--- src/rtl/tinker_pkg.sv ---
// Shared definitions for the Tinker instruction-memory loader.
//   RESET_PC       : core reset PC, also the loader's first write address
//   WORD_BYTES     : bytes per instruction-memory write word
//   loader_state_e : program loader FSM states
//   word_addr()    : byte address of a given word index from a base
package tinker_pkg;

    localparam logic [63:0] RESET_PC   = 64'h0000_0000_0000_2000;
    localparam int unsigned WORD_BYTES = 8;

    typedef enum logic [2:0] {
        ST_IDLE  = 3'd0,
        ST_RECV  = 3'd1,
        ST_WRITE = 3'd2,
        ST_DONE  = 3'd3,
        ST_ERROR = 3'd4
    } loader_state_e;

    // Address of word idx; wraps modulo 2^64.
    function automatic logic [63:0] word_addr(input logic [63:0] base, input logic [63:0] idx);
        return base + (idx * 64'(WORD_BYTES));
    endfunction

endpackage

--- src/rtl/program_loader_if.sv ---
// Byte-stream input handshake and 8-byte memory write port of the loader.
//   in_valid/in_data/in_last/in_ready : byte stream, valid/ready
//   mem_wr_en/mem_addr/mem_wr_data    : 8-byte write strobe, address, data
// master = stream source / memory side, slave = the loader.
interface program_loader_if;

    logic        in_valid;
    logic [7:0]  in_data;
    logic        in_last;
    logic        in_ready;
    logic        mem_wr_en;
    logic [63:0] mem_addr;
    logic [63:0] mem_wr_data;

    modport master (
        output in_valid, in_data, in_last,
        input  in_ready, mem_wr_en, mem_addr, mem_wr_data
    );

    modport slave (
        input  in_valid, in_data, in_last,
        output in_ready, mem_wr_en, mem_addr, mem_wr_data
    );

endinterface

--- src/rtl/program_loader_byte_packer.sv ---
// Lane-indexed 8x8 byte register that assembles one 64-bit word.
//   clk, reset : clock, async active-high reset
//   clear      : zero all lanes (wins over wr_en)
//   wr_en      : store data_byte into lane
//   lane       : byte lane 0..7, lane k occupies bits [8k+7:8k]
//   data_byte  : byte to store
//   word       : assembled word
module byte_packer
    import tinker_pkg::*;
(
    input  logic        clk,
    input  logic        reset,
    input  logic        clear,
    input  logic        wr_en,
    input  logic [2:0]  lane,
    input  logic [7:0]  data_byte,
    output logic [63:0] word
);

    logic [63:0] word_r;

    // Lane storage: clear has priority over a byte write
    always_ff @(posedge clk or posedge reset) begin
        if (reset) begin
            word_r <= 64'd0;
        end else if (clear) begin
            word_r <= 64'd0;
        end else if (wr_en) begin
            word_r[{lane, 3'b000} +: 8] <= data_byte;
        end
    end

    assign word = word_r;

endmodule

--- src/rtl/program_loader.sv ---
// Writer side of the Tinker instruction memory. Packs a byte stream
// little-endian into 64-bit words, writes them from BASE_ADDR upward and
// holds the core in reset until the whole image has been written.
//   clk, reset   : clock, async active-high reset
//   start        : one-cycle pulse, begins a load from IDLE/DONE/ERROR
//   bus          : byte stream in, 8-byte memory write port out
//   core_reset   : core reset, low only in DONE
//   busy         : loading (RECV or WRITE)
//   done         : image written and core released
//   error        : sticky overflow / misaligned-image flag
//   bytes_loaded : bytes accepted in the current load
module program_loader
    import tinker_pkg::*;
#(
    parameter logic [63:0] BASE_ADDR = RESET_PC,
    parameter int unsigned MAX_BYTES = 4096,
    parameter int unsigned CNT_W     = 32
) (
    input  logic             clk,
    input  logic             reset,
    input  logic             start,
    program_loader_if.slave  bus,
    output logic             core_reset,
    output logic             busy,
    output logic             done,
    output logic             error,
    output logic [CNT_W-1:0] bytes_loaded
);

    localparam logic [CNT_W-1:0] MAX_CNT = CNT_W'(MAX_BYTES);

    loader_state_e    state_r;
    logic [CNT_W-1:0] bytes_r;
    logic [CNT_W-1:0] word_idx_r;
    logic             last_seen_r;
    logic             misalign_r;
    logic             wr_en_r;
    logic [63:0]      addr_r;
    logic [63:0]      wdata_r;
    logic             core_reset_r;
    logic             busy_r;
    logic             done_r;
    logic             error_r;

    logic             ready_s;
    logic             accept_s;
    logic             overflow_s;
    logic             start_ok_s;
    logic             pk_clear_s;
    logic [2:0]       lane_s;
    logic [63:0]      pack_word_s;
    logic [63:0]      merged_s;

    assign lane_s = bytes_r[2:0];

    // Handshake decode: ready comes straight from state and count so a full
    // image refuses the next byte in the very cycle it is offered
    always_comb begin
        ready_s    = 1'b0;
        overflow_s = 1'b0;
        start_ok_s = 1'b0;
        if (state_r == ST_RECV) begin
            ready_s    = (bytes_r != MAX_CNT);
            overflow_s = bus.in_valid && (bytes_r == MAX_CNT);
        end else begin
            ready_s    = 1'b0;
            overflow_s = 1'b0;
        end
        if ((state_r == ST_IDLE) || (state_r == ST_DONE) || (state_r == ST_ERROR)) begin
            start_ok_s = start;
        end else begin
            start_ok_s = 1'b0;
        end
        accept_s   = bus.in_valid && ready_s;
        pk_clear_s = start_ok_s || (state_r == ST_WRITE);
    end

    // The byte accepted on the word-closing edge is not yet in the packer,
    // so the registered write data is the packer word with it merged in
    always_comb begin
        merged_s = pack_word_s;
        merged_s[{lane_s, 3'b000} +: 8] = bus.in_data;
    end

    byte_packer u_packer (
        .clk       (clk),
        .reset     (reset),
        .clear     (pk_clear_s),
        .wr_en     (accept_s),
        .lane      (lane_s),
        .data_byte (bus.in_data),
        .word      (pack_word_s)
    );

    // Loader FSM with counters and registered outputs
    always_ff @(posedge clk or posedge reset) begin
        if (reset) begin
            state_r      <= ST_IDLE;
            bytes_r      <= '0;
            word_idx_r   <= '0;
            last_seen_r  <= 1'b0;
            misalign_r   <= 1'b0;
            wr_en_r      <= 1'b0;
            addr_r       <= BASE_ADDR;
            wdata_r      <= 64'd0;
            core_reset_r <= 1'b1;
            busy_r       <= 1'b0;
            done_r       <= 1'b0;
            error_r      <= 1'b0;
        end else begin
            wr_en_r <= 1'b0;
            case (state_r)
                ST_IDLE, ST_DONE, ST_ERROR: begin
                    if (start_ok_s) begin
                        state_r      <= ST_RECV;
                        bytes_r      <= '0;
                        word_idx_r   <= '0;
                        last_seen_r  <= 1'b0;
                        misalign_r   <= 1'b0;
                        core_reset_r <= 1'b1;
                        busy_r       <= 1'b1;
                        done_r       <= 1'b0;
                        error_r      <= 1'b0;
                    end
                end
                ST_RECV: begin
                    if (overflow_s) begin
                        state_r      <= ST_ERROR;
                        busy_r       <= 1'b0;
                        error_r      <= 1'b1;
                        core_reset_r <= 1'b1;
                    end else if (accept_s) begin
                        bytes_r <= bytes_r + CNT_W'(1);
                        if ((lane_s == 3'd7) || bus.in_last) begin
                            state_r     <= ST_WRITE;
                            wr_en_r     <= 1'b1;
                            addr_r      <= word_addr(BASE_ADDR, 64'(word_idx_r));
                            wdata_r     <= merged_s;
                            last_seen_r <= bus.in_last;
                            // Image length must be a multiple of 4 bytes
                            misalign_r  <= bus.in_last && (bytes_r[1:0] != 2'b11);
                        end
                    end
                end
                ST_WRITE: begin
                    word_idx_r <= word_idx_r + CNT_W'(1);
                    if (last_seen_r && misalign_r) begin
                        state_r      <= ST_ERROR;
                        busy_r       <= 1'b0;
                        error_r      <= 1'b1;
                        core_reset_r <= 1'b1;
                    end else if (last_seen_r) begin
                        state_r      <= ST_DONE;
                        busy_r       <= 1'b0;
                        done_r       <= 1'b1;
                        core_reset_r <= 1'b0;
                    end else begin
                        state_r <= ST_RECV;
                    end
                end
                default: begin
                    state_r <= ST_IDLE;
                end
            endcase
        end
    end

    assign bus.in_ready    = ready_s;
    assign bus.mem_wr_en   = wr_en_r;
    assign bus.mem_addr    = addr_r;
    assign bus.mem_wr_data = wdata_r;
    assign core_reset      = core_reset_r;
    assign busy            = busy_r;
    assign done            = done_r;
    assign error           = error_r;
    assign bytes_loaded    = bytes_r;

endmodule

--- src/flat_wrapper.sv ---
// flat-port wrapper written by rule: the top's interface ports become plain ports
module program_loader_flat import tinker_pkg::*;
#(
    parameter logic [63:0] BASE_ADDR = RESET_PC,
    parameter int unsigned MAX_BYTES = 4096,
    parameter int unsigned CNT_W     = 32
)
  (clk, reset, start, core_reset, busy, done, error, bytes_loaded, bus_in_valid, bus_in_data, bus_in_last, bus_in_ready, bus_mem_wr_en, bus_mem_addr, bus_mem_wr_data);
  program_loader_if bus_i ();
  input  logic clk;
  input  logic reset;
  input  logic start;
  output logic core_reset;
  output logic busy;
  output logic done;
  output logic error;
  output logic [CNT_W-1:0] bytes_loaded;
  input wire logic [$bits(bus_i.in_valid)-1:0] bus_in_valid;
  input wire logic [$bits(bus_i.in_data)-1:0] bus_in_data;
  input wire logic [$bits(bus_i.in_last)-1:0] bus_in_last;
  output wire logic [$bits(bus_i.in_ready)-1:0] bus_in_ready;
  output wire logic [$bits(bus_i.mem_wr_en)-1:0] bus_mem_wr_en;
  output wire logic [$bits(bus_i.mem_addr)-1:0] bus_mem_addr;
  output wire logic [$bits(bus_i.mem_wr_data)-1:0] bus_mem_wr_data;
  assign bus_i.in_valid = bus_in_valid;
  assign bus_i.in_data = bus_in_data;
  assign bus_i.in_last = bus_in_last;
  assign bus_in_ready = bus_i.in_ready;
  assign bus_mem_wr_en = bus_i.mem_wr_en;
  assign bus_mem_addr = bus_i.mem_addr;
  assign bus_mem_wr_data = bus_i.mem_wr_data;
  program_loader #(.BASE_ADDR(BASE_ADDR), .MAX_BYTES(MAX_BYTES), .CNT_W(CNT_W)) u_core (.clk(clk), .reset(reset), .start(start), .bus(bus_i), .core_reset(core_reset), .busy(busy), .done(done), .error(error), .bytes_loaded(bytes_loaded));
endmodule
--- config.mk ---
export PLATFORM = sky130hd
export DESIGN_NAME = program_loader_flat
export DESIGN_NICKNAME = d
export VERILOG_FILES = /design/src/rtl/tinker_pkg.sv /design/src/rtl/program_loader_if.sv /design/src/rtl/program_loader_byte_packer.sv /design/src/rtl/program_loader.sv /design/src/flat_wrapper.sv
export SDC_FILE = /design/constraint.sdc
export NUM_CORES = 1
export LEC_CHECK = 0
export ABC_CLOCK_PERIOD_IN_PS = 8350
export CORE_MARGIN = 2
export CORE_UTILIZATION = 49
export DETAILED_ROUTE_END_ITERATION = 12
export GPL_ROUTABILITY_DRIVEN = 0
export HOLD_SLACK_MARGIN = 0.1
export PLACE_DENSITY = 0.77
export SYNTH_ARGS = -nofsm -noshare
export SYNTH_HDL_FRONTEND = slang
export SYNTH_SLANG_ARGS = --single-unit
--- constraint.sdc ---
create_clock -name clk -period 8.35 [get_ports clk]
set_clock_uncertainty 0.05 [all_clocks]
set_input_delay 2.0875 -clock clk [delete_from_list [all_inputs] [get_ports clk]]
set_output_delay 2.0875 -clock clk [all_outputs]
set_load 0.02 [all_outputs]
# Word-level counts from Yosys, hierarchy flattened
# Index checks and enable logic that the tools add are counted.
[totals] ff_bits=266 output_inout_bits=166 elab_cells=105
[classes] add_sub_neg=4 eq_ne=19 shift=2 muxes=44 n_bitwise=1 reduce_logical=22
[op_table] cell="64-bit 2-to-1 mux" count=2
[op_table] cell="32-bit case mux with 2 select lines" count=2
[op_table] cell="32-bit 2-to-1 mux" count=3
[op_table] cell="32-bit by 1-bit adder with 32-bit output (second input constant)" count=2
[op_table] cell="64-bit bitwise mux" count=1
[op_table] cell="8-bit by 8-bit variable shift with 64-bit output (first input constant)" count=1
[op_table] cell="8-bit by 8-bit variable part select with 64-bit output" count=1
[op_table] cell="14-bit by 35-bit adder with 36-bit output (first input constant)" count=1
[op_table] cell="32-bit by 13-bit equality test with 1-bit output (second input constant)" count=1
[op_table] cell="32-bit by 13-bit != test with 1-bit output (second input constant)" count=1
[op_table] cell="1-bit 2-to-1 mux" count=23
[op_table] cell="4-bit AND reduction" count=5
[op_table] cell="3-bit 2-to-1 mux" count=5
[op_table] cell="2-bit != test (second input constant)" count=5
[op_table] cell="1-bit case mux with 3 select lines" count=3
[op_table] cell="3-bit case mux with 3 select lines" count=1
[op_table] cell="2-bit by 1-bit != test with 1-bit output (second input constant)" count=4
[op_table] cell="6-bit negation with 8-bit output" count=1
[op_table] cell="3-bit by 2-bit equality test with 1-bit output (second input constant)" count=2
[op_table] cell="3-bit equality test (second input constant)" count=2
[op_table] cell="3-bit by 2-bit != test with 1-bit output (second input constant)" count=2
[op_table] cell="1-bit case mux with 2 select lines" count=3
[op_table] cell="2-bit nonzero test" count=3
[op_table] cell="5-bit AND reduction" count=1
[op_table] cell="other kinds (11)" count=17

# Logic depth before layout (Yosys ltp)
# Gate-level depths: netlist of run 1.
[logic_depth] depth_word=6 ltp_mapped=12

# Modules after synthesis
# From an unflattened synthesis of run 1, not the netlist that was laid out.
[unflattened] hier_cells=1145 hier_area_um2=11855.1
[by_module_without_submodules] mod="program_loader" instances=1 cells_per_inst=903 area_each_um2=8805.9 seq_area_each_um2=4281.6
[by_module_without_submodules] mod="byte_packer" instances=1 cells_per_inst=242 area_each_um2=3049.2 seq_area_each_um2=1601.5

# Least setup slack after synthesis of run 1
# OpenSTA, ideal clock, no wires.
[synth_path] path_type="flip-flop to output port" from="register u_core.bytes_r[0], in the netlist u_core.bytes_loaded[0]" to="output bus_in_ready" t_arrival_ps=2191 required_ps=6213 path_slack_ps=4021 stages_incl_launch_ff=9 n_path_buf=2 path_cell_list="dfrtp_1 > clkbuf_1 > inv_1 > ha_1 > nor4b_1 > nand4_1 > clkbuf_1 > nor2_1 > nor3_1"
[synth_via] elab_chain_len=2
[synth_lines] element="from (decl)" line_no="program_loader.sv:33" rtl="logic [CNT_W-1:0] bytes_r;"
[synth_lines] element="from (signal assigned)" line_no="program_loader.sv:133" rtl="bytes_r <= bytes_r + CNT_W'(1);"
[synth_lines] element="32-bit by 13-bit != test with 1-bit output" line_no="program_loader.sv:63" rtl="ready_s = (bytes_r != MAX_CNT);"
[synth_lines] element="1-bit 2-to-1 mux" line_no="program_loader.sv:62" rtl="if (state_r == ST_RECV) begin"
[synth_lines] element="to (decl)" line_no="flat_wrapper.sv:21" rtl="output wire logic [$bits(bus_i.in_ready)-1:0] bus_in_ready;"
# No other way between the ends.

# Worst setup path after layout of run 1
# Ends and elaborated chain as after synthesis.

==> flow_summary.ini, run 1 <==
[status]
status = finished clean

[drt]
routed_wl_um = 27900
routed_via_density = 5.70
drtIter0Drc = 805
wl_per_cell_um = 17.2
drc = 0
dr.pass1.iters = 5
via_count = 9257
ant_nets = 0

[grt]
grt.total_usage = 0.233
grt_pass1_wl_um = 46300
antenna_found_initial = 0
grt_max_degree = 116
grt_pass1_vias = 8852
grt-ovfl-total = 0

[floorplan]
pin_count = 179
dieArea_um2 = 24300
chipHeight_um = 156
fp-row-count = 55
coreArea_um2 = 22600
die_x_um = 156
start_util = 0.500

[placed_design]
io_buffers = 147
hpwl_um = 18500
dpl.cell_count = 1578

[power]
max-vdd-ir-drop_uv = 182
leakagePower_nw = 5.76
total_power_mw = 3.52
powerDensity_nw_per_um2 = 256

[yosys]
synth-main-ff-cell = dfrtp_1
synth-seq-cells = 235
seq_area_frac_synth = 0.520
synth_top_cells_by_area = dfrtp_1 (52%), o21ai_0 (7.2%), nand2_1 (6.2%)
synthCells = 1219
synth-edff-count = 0
async_flop_share = 1.00
yosysWarnings = 0
ys_top_cells_by_count = dfrtp_1 (233), nand2_1 (188), o21ai_0 (163)
synth_cell_types = 58
yosysTopAreaCell = dfrtp_1
netlist.area_leader.share = 0.515
synth_most_common_cell = dfrtp_1
syn_area_um2 = 11300
synth.avg_cell_area_um2 = 9.28

[critical_path]
cp-start-kind = register
cpMaxStageDelayCell = clkdlybuf4s50_1
end_kind = primary output
path_cells = inv_1 -> ha_1 -> nor4b_1 -> nand4_1 -> nor2_1 -> nor3_1 -> clkdlybuf4s50_1
path_buf_inv = 2
arrival_ps = 3240
cp_top_family = simple AND/OR/NAND/NOR gates
crit_type = reg2out
cp_max_fo = 14
slowest_delay_ps = 560
cp.required_ps = 6210

[sta]
worst_pin_slew_ps = 1250
hold_viol_final = 0
min_period_ps = 5380
drv_slew = 0
finalSetupViolCount = 0
rsz0062_at_grt = false
min_period_over_period = 0.644
final.setup.tns_ps = 0
slew_headroom = 0.167
max_freq_ghz = 0.186

[cts]
clk_pin_slew_ps = 60
cts.repair.resized = 0
root_buffer = clkbuf_16
cts_tree = done
h-tree-depth = 1
cts_made_buffers = 26
clk_latency_ps = 530
hold_buffers = 0
post_cts_buffers = 0
clk_path_buf_depth = 3
cts.sinks = 235

[layout]
drive_gt1_frac = 0.0634
nNetsFinal = 1342
fill_cells = 1910
syn2layout_area_growth_pct = 21.5
antenna_cells = 0
finalNonFillerCells = 1625

[run]
cap_violations = 0

[hold_path]
hold_path_class = reg2reg
## worst paths after layout
check | start | to | slack, ps | depth (start not counted)
max | u_core.bytes_loaded[0] | bus_in_ready | 2970 | 7
min | u_core.bus.mem_addr[17] | u_core.bus.mem_addr[17] | 430 | 2
max reg2reg | u_core.bytes_loaded[0] | u_core.bus.mem_addr[14] | 4610 | 7
min reg2reg | u_core.bus.mem_addr[17] | u_core.bus.mem_addr[17] | 430 | 2
max in group asynchronous | reset | u_core.u_packer.word[11] | 4870 | 3
min in group asynchronous | reset | u_core.word_idx_r[12] | 2030 | 2
## cells in the final DEF (no fill, tap or decap), types with 3 or more instances in the layout
cell type	synthesis	layout
a211o_1	5	4
a21oi_1	55	55
a31oi_1	5	5
and3_1	10	10
buf_4	32	11
bufinv_16	0	4
clkbuf_1	61	3
clkbuf_16	0	27
clkbuf_8	0	8
clkdlybuf4s50_1	0	147
clkinv_2	0	4
conb_1	1	31
dfrtp_1	233	233
ha_1	8	8
inv_1	14	13
mux2_2	13	13
mux2i_1	33	33
nand2_1	188	188
nand2b_1	4	4
nand3_1	102	102
nand4_1	29	29
nor2_1	76	75
nor3_1	15	15
nor4_1	11	11
nor4b_1	3	3
o2111ai_1	3	3
o211ai_1	15	15
o21ai_0	163	163
o21ai_1	7	6
o311ai_2	0	3
o31a_1	8	8
o31ai_1	32	32
or3_1	3	3
xnor2_1	10	10
xor2_1	19	19
## power breakdown
part           switching (mW)  total (mW)  internal, mW
Combinational           0.645       0.934         0.289
Clock                   0.465        1.25         0.781
Sequential              0.105        1.34          1.23
Total                    1.21        3.52          2.30
## state kept, by name, indices dropped and copies added (netlist names), 3 cells and up
name,cells
u_core.bus.mem_wr_data,64
u_core.u_packer.word,64
u_core.bus.mem_addr,33
u_core.bytes_loaded,32
u_core.word_idx_r,32
u_core.state_r,3
## metrics by stage
| step | setup WS [ps] | util | hold WS, ps | cell area (um^2) |
|---|---|---|---|---|
| 3_3_place_gp | 3420 | 0.565 | 413 | 12800 |
| 5_1_grt | 2750 | 0.607 | 449 | 13700 |
| 2_1_floorplan | 3140 | - | 405 | 11400 |
| 4_1_cts | 2980 | 0.607 | 432 | 13700 |
| 6_report | 2970 | 0.607 | 427 | 13700 |
| 3_5_place_dp | 3320 | 0.565 | 419 | 12800 |
## worst reg2reg max path, delay by kind of cell (launching register included)
kind            cells  cell delay, ps
flops               1             550
compound gates      1             810
mux                 1             420
buf+inv             2             880
fa+ha+maj           1             200
simple gates        2             730
## layer usage
layer / global-route usage / up-vias / share of wire / wire [um]
li1: - / 4474 / - / -
met1: 0.332 / 4451 / 0.45 / 12600
met2: 0.377 / 278 / 0.47 / 13200
met3: 0.0308 / 54 / 0.054 / 1500
met4: 0.0620 / 0 / 0.023 / 647
met5: 0 / - / 0 / 0
## cells by family after synthesis
kind of cell,after synthesis,share of synthesized area
simple gates,463,0.192
mux,46,0.0421
compound gates,309,0.158
fa+ha+maj,8,0.00885
other cells,1,0.000332
buf+inv,128,0.0563
flops,235,0.520
xor+xnor,29,0.0225
## final cells by class
class | instances | area [um^2] | area share
inverters | 14 | 56.3 | 0.00410
clock inverters | 9 | 148 | 0.0107
multi-input cells | 886 | 4950 | 0.360
clock buffers | 38 | 797 | 0.0580
repair buffers | 158 | 1550 | 0.113
flip-flops and latches | 235 | 5880 | 0.428
well taps | 285 | 357 | 0.0259
Power figures use the tool's default switching activity.
==> run 2, diff against run 1 <==
ABC_CLOCK_PERIOD_IN_PS = 4300   (was 8350)
clock period = 4.3 ns   (was 8.35 ns; I/O delays follow)
==> run 2 against run 1 <==
Clock-buffer cell count shrank 2. Critical path depth stayed put. Clock power rose by 81%. First-iteration DRC count is 7.7% higher. Sequential share of layout area fell by 0.25 points. Utilization increased by 0.35 points. Critical path type unchanged.
==> flow_summary.ini, run 2 (synthesized netlist as in run 1, its figures left out) <==
[power]
power_frac_clock = 0.334
powerDensity_nw_per_um2 = 489
seqPwrFrac = 0.384
combinationalPowerShare = 0.282
switchingPower_mw = 2.35
switching_share = 0.349
max-vdd-ir-drop_uv = 456
leakagePower_nw = 5.81
p_int_mw = 4.40
total_power_mw = 6.76

[cts]
clk_latency_ps = 510
root_buffer = clkbuf_16
cts_tree = done
post_cts_buffers = 0
clk_pin_slew_ps = 60
clk_path_buf_depth = 3
cts.sinks = 235
h-tree-depth = 1
cts_made_buffers = 25
hold_buffers = 0
cts.repair.resized = 0

[hold_path]
hold_start = u_core.bus.mem_addr[17]
min_path_cells = 2
hold_end = u_core.bus.mem_addr[17]
hold_path_class = reg2reg

[critical_path]
worstSetupStartpoint = u_core.bytes_loaded[0]
r2r_start = u_core.bytes_loaded[0]
end_kind = primary output
cpMaxStageDelayCell = clkdlybuf4s50_1
path_cells = inv_1 -> ha_1 -> nor4b_1 -> nand4_1 -> nor2_1 -> nor3_1 -> clkdlybuf4s50_1
ff2ff_path_depth = 7
cp_max_fo = 14
path_buf_inv = 2
rr_endpoint = u_core.bus.mem_wr_data[43]
cp.required_ps = 3170
arrival_ps = 2800
crit_type = reg2out
cp-start-kind = register
cp_top_family = simple AND/OR/NAND/NOR gates
slowest_delay_ps = 550
r2r_slack_ps = 1050

[drt]
routed_via_density = 5.78
wl_per_cell_um = 17.3
via_count = 9455
drc = 0
dr.pass1.iters = 5
drtIter0Drc = 867
ant_nets = 0
routed_wl_um = 28300

[sta]
hold_viol_final = 0
final.setup.tns_ps = 0
worst_pin_slew_ps = 1210
max_freq_ghz = 0.255
slew_headroom = 0.195
rsz0062_at_grt = false
min_period_over_period = 0.912
drv_slew = 0
finalSetupViolCount = 0
min_period_ps = 3920

[floorplan]
coreArea_um2 = 22600
pin_count = 179
chipHeight_um = 156
die_x_um = 156
fp-row-count = 55
dieArea_um2 = 24300
start_util = 0.500

[layout]
final_common_cell = dfrtp_1
antenna_cells = 0
nNetsFinal = 1354
drive_gt1_frac = 0.0703
syn2layout_area_growth_pct = 22.2
final_cell_mix = dfrtp_1 (233), nand2_1 (188), o21ai_0 (163)

[run]
cap_violations = 0

[grt]
grt-ovfl-total = 0
grt.total_usage = 0.234
grt_pass1_vias = 8860
grt_max_degree = 124
grt_pass1_wl_um = 46400
antenna_found_initial = 0

[placed_design]
io_buffers = 147
hpwl_um = 19100

[status]
status = finished clean
-- run 2: cell type report --
type	instances	area (um^2)
clock inverters	9	123
fillers	1902	8810
well taps	285	357
flip-flops and latches	235	5880
multi-input cells	886	4950
inverters	14	56.3
clock buffers	36	747
repair buffers	171	1710
-- run 2: worst max-delay path by stage --
stage	depth (start not counted)	end
finish	7	bus_in_ready
global route	7	bus_in_ready
CTS	7	bus_in_ready
detailed placement	7	bus_in_ready
global placement	7	bus_in_ready
floorplan	1	u_core.bus.mem_addr[10]
-- run 2: power by group through the flow --
stage | Sequential (mW) | Clock, mW | Combinational, mW
finish | 2.59 | 2.26 | 1.91
global placement | 2.62 | 0 | 1.86
floorplan | 2.69 | 0 | 1.12
detailed placement | 2.63 | 0 | 1.89
CTS | 2.59 | 2.28 | 1.90
global route | 2.63 | 2.38 | 2.07
-- run 2: routing by layer --
metal  routed length (um)  up-vias  global-route usage
met5                    0        -                   0
met1                12600     4578               0.330
li1                     -     4496                   -
met3                 1750       57              0.0361
met4                  750        0              0.0686
met2                13200      324               0.377
-- run 2: worst min-delay path: stages (launching register included) --
cell     delay, ps
dfrtp_1        340
nand2_1         40
o21ai_0         60
-- run 2: stage by stage --
stage          instance area [um^2]  worst slack [ps]   util  hold slack, ps  std cells
2_1_floorplan                 11400              98.7      -             405       1249
3_3_place_gp                  13000               956  0.572             411       1591
3_5_place_dp                  13000               901  0.572             420       1591
4_1_cts                       13800               348  0.611             433       1636
5_1_grt                       13800               192  0.611             451       1636
6_report                      13800               378  0.611             427       1636
==> run 3, diff against run 2 <==
CELL_PAD_IN_SITES_DETAIL_PLACEMENT = 1   (was unset)
CELL_PAD_IN_SITES_GLOBAL_PLACEMENT = 1   (was unset)
CORE_UTILIZATION = 37   (was 49)
PLACE_DENSITY = unset   (was 0.77)
PLACE_DENSITY_LB_ADDON = 0.1   (was unset)
==> run 3 against run 2 <==
Global-route usage down 2.6 points. Fmax down 2.2%. Critical path depth unchanged. Register-to-register slack worse by 340 ps. Clock-buffer cell count up 8. Largest cell class unchanged.
==> flow_summary.ini, run 3 (synthesized netlist as in run 1, its figures left out) <==
[placed_design]
placed_cell_area_um2 = 13100
hpwl_um = 21800
io_buffers = 147

[sta]
rsz0062_at_grt = false
min_period_ps = 4010
finalSetupViolCount = 0
drv_slew = 0
min_period_over_period = 0.933
max_freq_ghz = 0.249
hold_viol_final = 0
worst_pin_slew_ps = 1230
slew_headroom = 0.171
final.setup.tns_ps = 0

[cts]
clk_pin_slew_ps = 60
cts_made_buffers = 28
clk_path_buf_depth = 3
h-tree-depth = 1
cts_tree = done
cts.repair.resized = 0
hold_buffers = 0
post_cts_buffers = 0
cts.sinks = 235
root_buffer = clkbuf_16
clk_latency_ps = 540

[layout]
final_common_cell = dfrtp_1
final_cell_mix = dfrtp_1 (233), nand2_1 (188), o21ai_0 (163)
nNetsFinal = 1358
antenna_cells = 0
fill_cells = 3453
final_area_um2 = 14000
seqCellArea_um2 = 5880
drive_gt1_frac = 0.0699
syn2layout_area_growth_pct = 23.8
multiInputGateArea_um2 = 4950

[grt]
grt.total_usage = 0.208
grt_util_met2 = 0.346
grt_max_degree = 106
use_met1 = 0.292
grt_pass1_wl_um = 53200
grt-ovfl-total = 0
grt_pass1_vias = 9696
gr-usage-met3 = 0.0288
antenna_found_initial = 0
grt.busiest_layer = met2

[hold_path]
min_path_cells = 2
hold_start = u_core.done
hold_end = u_core.done
hold_path_class = reg2reg

[drt]
drc = 0
wl_per_cell_um = 18.6
drtIter0Drc = 489
ant_nets = 0
dr.pass1.iters = 4
routed_via_density = 5.37
via_count = 9429
routed_wl_um = 32700

[floorplan]
fp-row-count = 64
dieArea_um2 = 32000
die_x_um = 179
pin_count = 179
chipHeight_um = 179
coreArea_um2 = 30300
start_util = 0.373

[critical_path]
arrival_ps = 2890
r2r_slack_ps = 710
cp.required_ps = 3170
ff2ff_path_depth = 8
cp_max_fo = 14
crit_type = reg2out
r2r_start = u_core.bytes_loaded[0]
rr_endpoint = u_core.u_packer.word[39]
end_kind = primary output
cp-start-kind = register

[status]
status = finished clean

[power]
leakagePower_nw = 5.82
powerDensity_nw_per_um2 = 492
total_power_mw = 6.89
max-vdd-ir-drop_uv = 289

[run]
cap_violations = 0
## run 3: cell count changes in the layout (fill, tap and decap cells not counted), sizes merged
cell    previous run  this run
clkbuf            36        44
buf               24        25
bufinv             3         2
clkinv             5         4
inv               13        14
## run 3: layout make-up
| cell class | count | share of cell area |
|---|---|---|
| sequential | 235 | 0.420 |
| tap | 396 | 0.0354 |
| timing repair buffer | 172 | 0.121 |
| clock inverter | 8 | 0.00688 |
| clock buffer | 44 | 0.0587 |
| multi-input combinational | 886 | 0.354 |
| inverter | 14 | 0.00402 |
## run 3: how the worst max path moves through the flow
| stage | from | to | cells past startpoint |
|---|---|---|---|
| after floorplan | reset | u_core.bus.mem_addr[10] | 1 |
| after global placement | u_core.bytes_loaded[0] | bus_in_ready | 7 |
| after detailed placement | u_core.bytes_loaded[0] | u_core.u_packer.word[39] | 8 |
| after CTS | u_core.bytes_loaded[0] | bus_in_ready | 7 |
| after global routing | u_core.bytes_loaded[0] | bus_in_ready | 7 |
| final | u_core.bytes_loaded[0] | bus_in_ready | 7 |
## run 3: critical path, cell delays in order, from the launching register on
cell and delay (ps):
dfrtp_1 550, inv_1 210, ha_1 210, nor4b_1 350
nand4_1 180, nor2_1 210, nor3_1 90, clkdlybuf4s50_1 550
## run 3: metrics by stage
stage	cells	util	hold WS [ps]	worst slack [ps]
3_3_place_gp	1703	0.431	411	878
4_1_cts	1755	0.461	434	256
2_1_floorplan	1249	-	405	98.7
5_1_grt	1755	0.461	451	62.4
6_report	1755	0.461	426	289
3_5_place_dp	1703	0.431	421	794
## run 3: power breakdown
group / internal (mW) / switching (mW) / leakage [nW]
sequential: 2.40 / 0.193 / 3.25
combinational: 0.614 / 1.32 / 2.12
clock: 1.43 / 0.935 / 0.448
total: 4.44 / 2.45 / 5.82
## run 3: routing by layer
metal / wire length [um] / part of all wire / vias up
li1: - / - / 4498
met1: 15700 / 0.48 / 4750
met2: 15500 / 0.47 / 146
met3: 1150 / 0.035 / 35
met4: 388 / 0.012 / 0
met5: 0 / 0 / -
